--- config.mk ---
export PLATFORM = sky130hd
export DESIGN_NAME = pipe_hazard_ctrl
export DESIGN_NICKNAME = d
export VERILOG_FILES = /design/src/rtl/pipe_hazard_ctrl.sv
export SDC_FILE = /design/constraint.sdc
export NUM_CORES = 1
export LEC_CHECK = 0
export CAP_MARGIN = 20
export CORE_UTILIZATION = 40
export CTS_CLUSTER_DIAMETER = 30
export DETAILED_ROUTE_END_ITERATION = 8
export MAX_ROUTING_LAYER = met4
export PLACE_DENSITY = 0.83
export SLEW_MARGIN = 20
export SYNTH_ARGS = -nofsm -noshare
export SYNTH_HDL_FRONTEND = slang
export SYNTH_SLANG_ARGS = --single-unit
--- constraint.sdc ---
create_clock -name clk -period 1.9 [get_ports clk]
set_input_delay 0.19 -clock clk [delete_from_list [all_inputs] [get_ports clk]]
set_output_delay 0.19 -clock clk [all_outputs]
set_load 0.02 [all_outputs]
--- src/rtl/pipe_hazard_ctrl.sv ---
// Stall/flush sequencer for the 5-stage pipeline: drives PC and pipeline-register enables and clears.
// Optional perf counters are enabled with `define PIPE_HAZARD_CTRL_PERF_EN.
module pipe_hazard_ctrl #(
  parameter int LAT_W = 5,
  parameter int REG_W = 5
) (
  input  logic             clk,
  input  logic             rstn,
  input  logic             mem_busy,
  input  logic             if_busy,
  input  logic             ex_mc_start,
  input  logic [LAT_W-1:0] ex_mc_lat,
  input  logic             ex_redirect,
  input  logic             ex_is_load,
  input  logic [REG_W-1:0] ex_rd,
  input  logic [REG_W-1:0] id_rs1,
  input  logic [REG_W-1:0] id_rs2,
  input  logic             id_use_rs1,
  input  logic             id_use_rs2,
  output logic             en_pc,
  output logic             en_ifid,
  output logic             en_idex,
  output logic             en_exmem,
  output logic             en_memwb,
  output logic             clr_ifid,
  output logic             clr_idex,
  output logic             clr_exmem,
  output logic             clr_memwb,
  output logic             pc_sel_redirect,
`ifdef PIPE_HAZARD_CTRL_PERF_EN
  output logic [31:0]      perf_stall_cyc,
  output logic [31:0]      perf_flush_cnt,
`endif
  output logic             stall_any
);

  typedef enum logic {RUN = 1'b0, MC_BUSY = 1'b1} state_t;

  state_t           state_q, state_d;
  logic [LAT_W-1:0] cnt_q, cnt_d;
  logic             kill_q, kill_d;
  logic             lat_ge2, mc_stall, load_use, redirect_fire;

  // A latency of 0 behaves like 1, so only values above 1 start a stall.
  assign lat_ge2  = ex_mc_lat > LAT_W'(1);
  assign mc_stall = ((state_q == RUN) && ex_mc_start && lat_ge2) ||
                    ((state_q == MC_BUSY) && (cnt_q != LAT_W'(1)));
  assign load_use = ex_is_load && (ex_rd != '0) &&
                    ((id_use_rs1 && (id_rs1 == ex_rd)) || (id_use_rs2 && (id_rs2 == ex_rd)));

  always_comb begin
    state_d = state_q;
    cnt_d   = cnt_q;
    case (state_q)
      RUN: begin
        if (ex_mc_start && lat_ge2) begin
          state_d = MC_BUSY;
          cnt_d   = ex_mc_lat - LAT_W'(1);
        end
      end
      MC_BUSY: begin
        // The last EX cycle waits for MEM to drain before the op can retire.
        if (cnt_q > LAT_W'(1)) begin
          cnt_d = cnt_q - LAT_W'(1);
        end else if (!mem_busy) begin
          state_d = RUN;
          cnt_d   = '0;
        end
      end
      default: begin
        state_d = RUN;
        cnt_d   = '0;
      end
    endcase
  end

  always_comb begin
    en_pc           = 1'b1;
    en_ifid         = 1'b1;
    en_idex         = 1'b1;
    en_exmem        = 1'b1;
    en_memwb        = 1'b1;
    clr_ifid        = 1'b0;
    clr_idex        = 1'b0;
    clr_exmem       = 1'b0;
    clr_memwb       = 1'b0;
    pc_sel_redirect = 1'b0;
    redirect_fire   = 1'b0;
    kill_d          = kill_q;
    if (!rstn) begin
      en_pc     = 1'b0;
      en_ifid   = 1'b0;
      en_idex   = 1'b0;
      en_exmem  = 1'b0;
      en_memwb  = 1'b0;
      clr_ifid  = 1'b1;
      clr_idex  = 1'b1;
      clr_exmem = 1'b1;
      clr_memwb = 1'b1;
    end else if (mem_busy) begin
      en_pc     = 1'b0;
      en_ifid   = 1'b0;
      en_idex   = 1'b0;
      en_exmem  = 1'b0;
      clr_memwb = 1'b1;
    end else if (mc_stall) begin
      en_pc     = 1'b0;
      en_ifid   = 1'b0;
      en_idex   = 1'b0;
      clr_exmem = 1'b1;
    end else if (ex_redirect) begin
      pc_sel_redirect = 1'b1;
      clr_ifid        = 1'b1;
      clr_idex        = 1'b1;
      redirect_fire   = 1'b1;
      // An outstanding fetch belongs to the wrong path and must be dropped on return.
      kill_d          = if_busy;
    end else if (load_use) begin
      en_pc    = 1'b0;
      en_ifid  = 1'b0;
      clr_idex = 1'b1;
    end else if (kill_q && !if_busy) begin
      en_pc    = 1'b0;
      clr_ifid = 1'b1;
      kill_d   = 1'b0;
    end else if (if_busy) begin
      en_pc    = 1'b0;
      clr_ifid = 1'b1;
    end
  end

  assign stall_any = !en_pc || !en_ifid || !en_idex || !en_exmem;

  always_ff @(posedge clk) begin
    if (!rstn) begin
      state_q <= RUN;
      cnt_q   <= '0;
      kill_q  <= 1'b0;
    end else begin
      state_q <= state_d;
      cnt_q   <= cnt_d;
      kill_q  <= kill_d;
    end
  end

`ifdef PIPE_HAZARD_CTRL_PERF_EN
  logic [31:0] stall_cyc_q, flush_cnt_q;

  always_ff @(posedge clk) begin
    if (!rstn) begin
      stall_cyc_q <= '0;
      flush_cnt_q <= '0;
    end else begin
      if (stall_any)     stall_cyc_q <= stall_cyc_q + 32'd1;
      if (redirect_fire) flush_cnt_q <= flush_cnt_q + 32'd1;
    end
  end

  assign perf_stall_cyc = stall_cyc_q;
  assign perf_flush_cnt = flush_cnt_q;
`endif

endmodule

==> results.json, run 1 <==
{
  "power_frac_clock_pct": 19.4,
  "critPathBufInv": 2,
  "fmax_ghz": 0.537,
  "synth_xor_area_share_pct": 14.0,
  "antenna_found_initial": 0,
  "layout_setup_ws_ns": 0.0374,
  "path_max_fanout": 6,
  "io_buffers": 39,
  "muxShareOfSynthArea_pct": 1.85,
  "crit_family": "compound AO/OA/AOI/OAI gates",
  "routed_via_density": 5.55,
  "grtUsageMet2_pct": 55.0,
  "io_pins": 40,
  "hp-class": "register to register",
  "drc_errors": 0,
  "p_int_uw": 465,
  "yosys.area.top_type_share_pct": 17.3,
  "grt_pass1_vias": 998,
  "design_area_sq_mm": 0.00147,
  "synth_seq_cells": 7,
  "slowest_delay_ns": 0.50,
  "synthArstFlopShare_pct": 0,
  "arrival_ns": 1.67,
  "wl_microns": 2990,
  "worst_path_most_repeated_cell": "a21o_1",
  "start_kind": "register",
  "cts_tree": "yes",
  "ys.warnings.count": 0,
  "rows": 15,
  "drtIter0Drc": 35,
  "drv_slew": 0,
  "area_growth_syn_to_layout_pct": 80.7,
  "ys_seq_area_share_pct": 17.3,
  "hold_depth": 2,
  "path_clk_slew_ns": 0.06,
  "netlist_top_cells_area": "dfxtp_1 (17%), xnor2_1 (13%), nand2_1 (7.4%), ha_1 (6.2%), o211a_1 (3.7%)",
  "root_buffer": "clkbuf_4",
  "holdPathEnd": "cnt_q[4]",
  "die_y_microns": 47.0,
  "synth_compound_area_share_pct": 36.7,
  "synth_edf_count": 0,
  "drt_pre_antenna_iters": 4,
  "r2r_start": "cnt_q[1]",
  "switchingPower_uw": 294,
  "grt.busiest_layer": "met2",
  "p_per_area_mw_per_mm2": 519,
  "clock_latency_ns": 0.27,
  "power_frac_seq_pct": 24.2,
  "hpwl_microns": 2150,
  "setup_viol": 0,
  "grt_pass1_wl_microns": 4240,
  "synth-adder-area-share_pct": 6.17,
  "dieArea_sq_mm": 0.00221,
  "ys_types": 41,
  "hold_violations": 0,
  "synth_nets": 138,
  "max_slew_margin_pct": 71.2,
  "hp-start": "cnt_q[4]",
  "insertedDiodeCount": 0,
  "met3_usage_pct": 6.92,
  "fin_crit_ns": 1.86,
  "initial_core_util_pct": 44.5,
  "r2r-end": "cnt_q[2]",
  "peakVddDrop_mv": 0.355,
  "critPathKind": "register to output pin",
  "grt-ovfl-total": 0,
  "p_leak_nw": 0.673,
  "grt_util_all_layers_pct": 28.9,
  "synthCells": 105,
  "critPathRequiredTime_ns": 1.71,
  "fin_skew_ns": 0.0158,
  "routedWlPerCell_microns": 15.0,
  "die_x_microns": 47.0,
  "h-tree-depth": 1,
  "cts_buffers": 3,
  "r2r_setup_slack_ns": 0.13,
  "hold_slack_ns": 0.487,
  "p_sw_share_pct": 38.7,
  "place_area_sq_mm": 0.00140,
  "end_kind": "output pin",
  "place_congestion": 0.861,
  "drive_above_1_share_pct": 32.8,
  "clock-sinks": 7,
  "fin_crit_sh_pct": 98.0,
  "status": "complete, no violations",
  "power_frac_comb_pct": 56.4,
  "synth_top_cell_by_area": "dfxtp_1",
  "coreArea_sq_mm": 0.00182,
  "cts_max_path_buffers": 2,
  "synth_flop_cell": "dfxtp_1",
  "synth_top_family_by_area": "compound AO/OA/AOI/OAI gates",
  "worst_slew_pin_slew_ns": 0.430,
  "use_met1_pct": 28.4,
  "ant_nets": 0,
  "synth-simple-area-share_pct": 17.7,
  "grt_max_degree": 11,
  "drv_cap": 0,
  "vias": 1105,
  "path_cells": "inv_2 > a21o_1 > o211ai_2 > o21ai_1 > a21o_1 > buf_4",
  "synth_area_per_cell_sq_um": 7.72,
  "finalNetCount": 208,
  "synth_area_sq_um": 811,
  "dpl_worst_slack_ns": -0.734,
  "fin_total_pwr_uw": 760,
  "cpMaxStageDelayCell": "dfxtp_1",
  "worst_r2r_path_depth": 7
}
-- placed cells by master, fill, tap and decap left out, types with 2 or more instances in the layout --
| cell | Yosys | routed |
|---|---|---|
| clkbuf_4 | 0 | 3 |
| nor2_1 | 8 | 8 |
| o21ai_1 | 4 | 3 |
| o21ai_2 | 2 | 3 |
| dlygate4sd2_1 | 0 | 6 |
| buf_4 | 1 | 30 |
| o211a_1 | 3 | 3 |
| a21o_1 | 2 | 2 |
| clkdlybuf4s50_1 | 0 | 21 |
| xnor2_1 | 12 | 12 |
| clkdlybuf4s15_2 | 0 | 2 |
| nand2_1 | 16 | 15 |
| nand4_1 | 2 | 2 |
| dlymetal6s2s_1 | 0 | 2 |
| a31oi_1 | 3 | 3 |
| buf_6 | 0 | 2 |
| dfxtp_1 | 7 | 7 |
| a21oi_1 | 3 | 3 |
| buf_2 | 1 | 4 |
| inv_1 | 8 | 7 |
| inv_2 | 1 | 2 |
| ha_1 | 4 | 3 |
| o2bb2ai_1 | 2 | 2 |
| o21a_1 | 2 | 2 |
-- tightest hold or removal path: stages (launching register included) --
cell	delay, ns
dfxtp_1	0.33
nand2_1	0.06
o2bb2ai_1	0.05
-- registers in the layout, summed over array words and instances (netlist names) --
signal   cells
cnt_q        5
kill_q       1
state_q      1
-- power by group through the flow --
stage | clock network (mW) | registers, mW | logic, mW
floorplan | 0 | 0.181 | 0.208
global placement | 0 | 0.184 | 0.389
detailed placement | 0 | 0.185 | 0.402
CTS | 0.149 | 0.183 | 0.407
global route | 0.159 | 0.186 | 0.460
finish | 0.147 | 0.184 | 0.429
-- kinds of logic (layout without fill, tap and decap cells) --
kind of cell / after synthesis / count (layout)
simple gates: 32 / 32
buf+inv: 12 / 81
flops: 7 / 7
xor+xnor: 13 / 13
fa+ha+maj: 4 / 4
mux: 1 / 1
compound gates: 36 / 36
-- stage by stage --
step	utilization, %	TNS, ns	instances
5_1_grt	80.5	-0.0434	199
3_5_place_dp	76.7	-5.78	190
3_3_place_gp	76.7	-4.72	190
2_1_floorplan	-	0	105
6_report	80.5	0	199
4_1_cts	79.5	0	198
-- Yosys cell counts, types with 2 or more instances --
master and number:
nand2_1 16, xnor2_1 12, inv_1 8, nor2_1 8, dfxtp_1 7, ha_1 4, o21ai_1 4, a21oi_1 3
a31oi_1 3, o211a_1 3, a21o_1 2, nand4_1 2, o21a_1 2, o21ai_2 2, o22ai_1 2, o2bb2ai_1 2
-- worst max path at each step --
stage	slack (ns)	endpoint	startpoint	cells past startpoint
finish	0.04	clr_ifid	state_q	6
global route	-0.03	clr_ifid	cnt_q[1]	7
CTS	0.04	clr_idex	id_rs1[1]	8
detailed placement	-0.73	en_pc	ex_mc_lat[1]	9
global placement	-0.64	en_pc	ex_mc_lat[1]	9
floorplan	0.19	en_pc	ex_mc_lat[1]	7
-- timing repair --
item | CTS | global route
hold buffers | 0 | 0
endpoints found under the hold margin | 0 | 0
gates resized for setup | 52 | 5
setup endpoints to repair | 8 | 7
pin swaps | 5 | 5
cloned | 0 | 0
setup buffers | 4 | 1
-- area by class of cell --
cell class                 count  area (sq um)
multi-input combinational     86           646
timing repair buffer          68           588
fill                         127           355
sequential                     7           140
inverter                       9          33.8
tap                           25          31.3
clock buffer                   4          26.3
-- layer usage --
layer  wire, microns  share of wire [%]  vias up
met4              72                2.4        0
met3             203                6.8       10
met1            1090                 36      517
li1                -                  -      516
met5               0                  0        -
met2            1620                 54       62
Note: power is estimated with default switching activity, not from simulation.
==> inputs of run 2 (changes only) <==
ABC_AREA = 1   (was not set)
PLACE_DENSITY = 0.79   (was 0.83)
==> run 2 against run 1 <==
  * Total power increased by 18%
  * Worst setup slack better by 0.048 ns
  * Hold slack improved by 0.011 ns
  * Critical endpoint is now en_pc
  * Largest power group unchanged
  * Highest routed layer unchanged
==> results.json, run 2 <==
{
  "status": "complete, no violations",
  "synth_area_sq_um": 950,
  "placedCellCount": 257,
  "layoutNonFillerInstCount": 263,
  "drt_pre_antenna_iters": 5,
  "ys.warnings.count": 0,
  "ys_types": 26,
  "drc_errors": 0,
  "insertedDiodeCount": 0,
  "grt_util_all_layers_pct": 22.8,
  "vias": 1219,
  "synth_seq_cells": 7,
  "cts_buffers": 3,
  "largest_reg_flops": 5,
  "fin_crit_ns": 1.82,
  "start_kind": "input pin",
  "place_congestion": 0.897,
  "grt_pass1_vias": 1139,
  "worst_path_most_repeated_cell": "nand2_1",
  "cts_tree": "yes",
  "root_buffer": "clkbuf_4",
  "io_pins": 40,
  "path_cells": "clkdlybuf4s50_1 > inv_1 > nand2_1 > nand2_1 > nor2_1 > nand3_1 > nand2_1 > nand3_2 > nand2_2 > nor2_4 > buf_4",
  "hold_violations": 0,
  "p_leak_nw": 0.868,
  "finalNetCount": 269,
  "io_buffers": 39,
  "hold_buffers": 0,
  "synth_most_common_cell": "nand2_1",
  "end_kind": "output pin",
  "rows": 17,
  "most-common-layout-cells": "nand2_1 (48), nor2_1 (28), clkdlybuf4s50_1 (26)",
  "drv_cap": 0,
  "routedWlPerCell_microns": 10.0,
  "coreArea_sq_mm": 0.00223,
  "critPathBufInv": 3,
  "synthCells": 172,
  "synth_nets": 205,
  "fin_skew_ns": 0.000200,
  "reg_top3": "cnt_q (5), kill_q (1), state_q (1)",
  "synth_common_cells": "nand2_1 (50), nor2_1 (29), inv_1 (24)",
  "p_per_area_mw_per_mm2": 567,
  "setup_viol": 0,
  "worst_slew_pin_slew_ns": 0.348,
  "hp-class": "input pin to register",
  "initial_core_util_pct": 42.5,
  "slowest_delay_ns": 0.50,
  "grt_pass1_wl_microns": 4480,
  "hold_slack_ns": 0.498,
  "clock-sinks": 7,
  "synth_edf_count": 0,
  "path_clk_slew_ns": 0.06,
  "synth_top_cell_by_area": "nand2_1",
  "h-tree-depth": 1,
  "drv_slew": 0,
  "arrival_ns": 1.63,
  "yosys.area.top_type_share_pct": 19.8,
  "synth_area_per_cell_sq_um": 5.52,
  "ys_seq_area_share_pct": 14.8,
  "area_growth_syn_to_layout_pct": 67.2,
  "hpwl_microns": 2240,
  "peakVddDrop_mv": 0.365,
  "die_y_microns": 50.7,
  "drive_above_1_share_pct": 27.7,
  "fmax_ghz": 0.551,
  "clock_latency_ns": 0.26,
  "grt_max_degree": 11,
  "cts_max_path_buffers": 2,
  "critPathRequiredTime_ns": 1.71,
  "grt-ovfl-total": 0,
  "antenna_found_initial": 0,
  "die_x_microns": 50.7,
  "routed_via_density": 4.63,
  "drtIter0Drc": 28,
  "critPathKind": "input pin to output pin",
  "dieArea_sq_mm": 0.00257,
  "fin_crit_sh_pct": 95.5,
  "synth_flop_cell": "dfxtp_1",
  "crit_family": "buffers and inverters",
  "netlist_top_cells_area": "nand2_1 (20%), dfxtp_1 (15%), nor2_1 (11%), inv_1 (9.5%), nand3_1 (6.3%)",
  "path_max_fanout": 3,
  "ant_nets": 0,
  "top_register": "cnt_q",
  "max_slew_margin_pct": 76.6,
  "wl_microns": 2640,
  "layout_commonest_cell": "nand2_1",
  "cpMaxStageDelayCell": "clkdlybuf4s50_1",
  "synthArstFlopShare_pct": 0
}
[run 2: worst min-delay path, cell delays in order]
cell and delay, ns:
dlymetal6s2s_1 0.12, nor3_1 0.07, nand2_1 0.06, nand2_1 0.04, o21ai_0 0.08, nor2_1 0.05, nor2_1 0.10
[run 2: final cells by class]
type,instances,area [sq um]
tap,28,35.0
sequential,7,143
inverter,34,128
timing repair buffer,62,554
fill,191,646
clock buffer,4,26.3
multi-input combinational,128,702
[run 2: through the flow]
step / worst slack, ns / util, % / area [sq um] / TNS, ns / power [mW]
detailed placement: -0.428 / 67.8 / 1520 / -3.04 / 0.737
CTS: 0.0116 / 68.7 / 1540 / 0 / 0.879
global placement: -0.372 / 67.8 / 1520 / -2.64 / 0.720
global route: -0.0114 / 71.1 / 1590 / -0.0159 / 0.980
finish: 0.0849 / 71.1 / 1590 / 0 / 0.900
floorplan: 0.147 / - / 950 / 0 / 0.517
[run 2: final timing paths]
kind / startpoint / endpoint / slack (ns) / cells after the start
worst max register to register: cnt_q[2] / cnt_q[1] / 0.39 / 9
worst max-delay path: ex_rd[0] / en_pc / 0.08 / 11
worst min-delay path: ex_mc_lat[1] / cnt_q[3] / 0.50 / 7
worst min register to register: kill_q / kill_q / 0.54 / 4
[run 2: kinds of logic after synthesis]
logic type	count (synthesis)	share of synthesized area, %
AO/OA/AOI/OAI	15	10.5
XOR/XNOR	4	3.69
adder cells (fa/ha/maj)	4	5.27
buffers and inverters	37	15.3
flip-flops	7	14.8
AND/OR/NAND/NOR	105	50.5
[run 2: layer usage]
layer  global-route usage [%]  part of all wire [%]  vias to the layer above
met2                     42.2                    51                       31
met3                     2.12                   3.2                        2
met5                        -                     0                        -
met4                     5.56                  0.68                        0
li1                         -                     -                      646
met1                     26.1                    45                      540
[run 2: power breakdown]
part	total, mW	internal, mW	switching, mW
clock	0.142	0.0806	0.0617
combinational	0.558	0.262	0.297
sequential	0.199	0.176	0.0228
[run 2: timing repair]
action,CTS,global route
endpoints found under the setup margin,8,8
pin swaps,2,7
hold endpoints to repair,0,0
buffers inserted,2,0
resized for setup,34,17
==> inputs of run 3 (changes only) <==
CORE_MARGIN = 5   (was not set)
==> run 3 against run 2 <==
  * Clock skew up 0.0045 ns
  * Combinational power increased by 2%
  * Global-route usage shrank 3.7 points
  * Design area is 0.16% lower
  * First-iteration DRC count up 21%
  * Hold slack worse by 0.060 ns
  * Clock power about the same
  * Cell count decreased by 0.38%
  * Flip-flop and latch count unchanged
  * Critical endpoint is now stall_any
  * Largest cell class unchanged
  * Highest routed layer unchanged
==> results.json, run 3 (synthesis results as in run 2) <==
{
  "cpMaxStageDelayCell": "clkdlybuf4s50_1",
  "area_growth_syn_to_layout_pct": 66.9,
  "placedCellCount": 256,
  "worst_r2r_path_depth": 9,
  "wl_microns": 2970,
  "cts_buffers": 3,
  "top_register": "cnt_q",
  "hold_buffers": 0,
  "path_clk_slew_ns": 0.05,
  "arrival_ns": 1.63,
  "switchingPower_uw": 391,
  "clock_latency_ns": 0.26,
  "power_frac_seq_pct": 21.8,
  "hp-class": "input pin to register",
  "fin_crit_ns": 1.82,
  "p_sw_share_pct": 42.9,
  "r2r_setup_slack_ns": 0.37,
  "io_buffers": 39,
  "critPathRequiredTime_ns": 1.71,
  "p_int_uw": 519,
  "drtIter0Drc": 34,
  "cts_tree": "yes",
  "root_buffer": "clkbuf_4",
  "place_congestion": 0.878,
  "ant_nets": 0,
  "grt_pass1_vias": 1195,
  "grt-ovfl-total": 0,
  "drv_slew": 0,
  "layout_setup_ws_ns": 0.0834,
  "slowest_delay_ns": 0.46,
  "drive_above_1_share_pct": 29.1,
  "power_frac_comb_pct": 62.7,
  "layoutNonFillerInstCount": 262,
  "start_kind": "input pin",
  "worst_slew_pin_slew_ns": 0.330,
  "finalNetCount": 268,
  "p_per_area_mw_per_mm2": 574,
  "p_leak_nw": 0.856,
  "status": "complete, no violations",
  "r2r-end": "cnt_q[0]",
  "antenna_found_initial": 0,
  "initial_core_util_pct": 42.5,
  "layout_commonest_cell": "nand2_1",
  "grt_max_degree": 11,
  "critical_path.endpoint": "stall_any",
  "worstSetupStartpoint": "ex_mc_lat[3]",
  "hold_violations": 0,
  "coreArea_sq_mm": 0.00223,
  "fin_skew_ns": 0.00473,
  "grt_util_all_layers_pct": 19.1,
  "fin_tns_setup_ns": 0,
  "drv_cap": 0,
  "dieArea_sq_mm": 0.00345,
  "path_max_fanout": 3,
  "grt_pass1_wl_microns": 4950,
  "cts_max_path_buffers": 2,
  "hpwl_microns": 2400,
  "peakVddDrop_mv": 0.572,
  "drc_errors": 0,
  "drt_pre_antenna_iters": 5,
  "routedWlPerCell_microns": 11.3,
  "fmax_ghz": 0.550,
  "fin_crit_sh_pct": 95.6,
  "setup_viol": 0,
  "insertedDiodeCount": 0,
  "rows": 17,
  "end_kind": "output pin",
  "clock-sinks": 7,
  "die_x_microns": 58.7,
  "dpl_worst_slack_ns": -0.457,
  "routed_via_density": 4.71,
  "r2r_start": "cnt_q[2]",
  "critPathKind": "input pin to output pin",
  "power_frac_clock_pct": 15.4,
  "h-tree-depth": 1,
  "io_pins": 40,
  "max_slew_margin_pct": 77.8,
  "vias": 1233,
  "largest_reg_flops": 5,
  "reg_top3": "cnt_q (5), kill_q (1), state_q (1)",
  "worst_path_most_repeated_cell": "nor2_4",
  "die_y_microns": 58.7,
  "rsz0062_at_grt": "true",
  "most-common-layout-cells": "nand2_1 (47), nor2_1 (27), clkdlybuf4s50_1 (27)",
  "path_cells": "clkdlybuf4s50_1 > nor2_4 > nand2_2 > o21ai_4 > nand2_4 > nor2_4 > nand2_2 > nor2_4 > inv_2 > buf_6"
}
==> run 3: what timing repair did <==
item | CTS | global route
setup endpoints to repair | 8 | 9
setup buffers | 0 | 2
resized for setup | 33 | 24
pin swaps | 0 | 8
==> run 3: worst min path at each step <==
stage | from | to | slack (ns) | cells past startpoint
after floorplan | ex_redirect | kill_q | 0.33 | 2
after global placement | kill_q | kill_q | 0.51 | 4
after detailed placement | kill_q | kill_q | 0.54 | 4
after CTS | kill_q | kill_q | 0.55 | 4
after global routing | ex_mc_lat[1] | cnt_q[3] | 0.53 | 7
final | ex_mc_lat[1] | cnt_q[3] | 0.44 | 7
==> run 3: routing by layer <==
metal	wire, microns	GRT usage (%)	share of wire [%]	vias to the layer above
met5	0	-	0	-
met4	78	6.80	2.6	0
met3	160	5.48	5.4	10
met2	1440	31.7	49	31
met1	1290	21.8	43	548
li1	-	-	-	644
==> run 3: cell type report <==
type | instances | area [sq um]
flip-flops and latches | 7 | 143
fillers | 191 | 648
multi-input cells | 128 | 717
clock buffers | 4 | 26.3
well taps | 28 | 35.0
repair buffers | 61 | 537
inverters | 34 | 128
==> run 3: power groups by stage <==
stage                     clock [mW]  combinational [mW]  sequential [mW]
after floorplan                    0               0.322            0.195
after global placement             0               0.532            0.191
after detailed placement           0               0.541            0.193
after CTS                      0.146               0.537            0.191
after global routing           0.158               0.627            0.202
final                          0.140               0.571            0.199
==> run 3: worst max-delay path, delay by kind of cell <==
family          cells  cell delay, ns
simple gates        6            0.63
compound gates      1            0.20
buf+inv             3            0.62
==> run 3: through the flow <==
step,instance area (sq um),hold WS [ns],util (%),total power [mW]
global placement,1510,0.508,67.5,0.723
finish,1590,0.438,71.0,0.910
floorplan,950,0.328,-,0.517
global route,1590,0.528,71.0,0.987
detailed placement,1510,0.544,67.5,0.734
CTS,1520,0.552,68.0,0.874
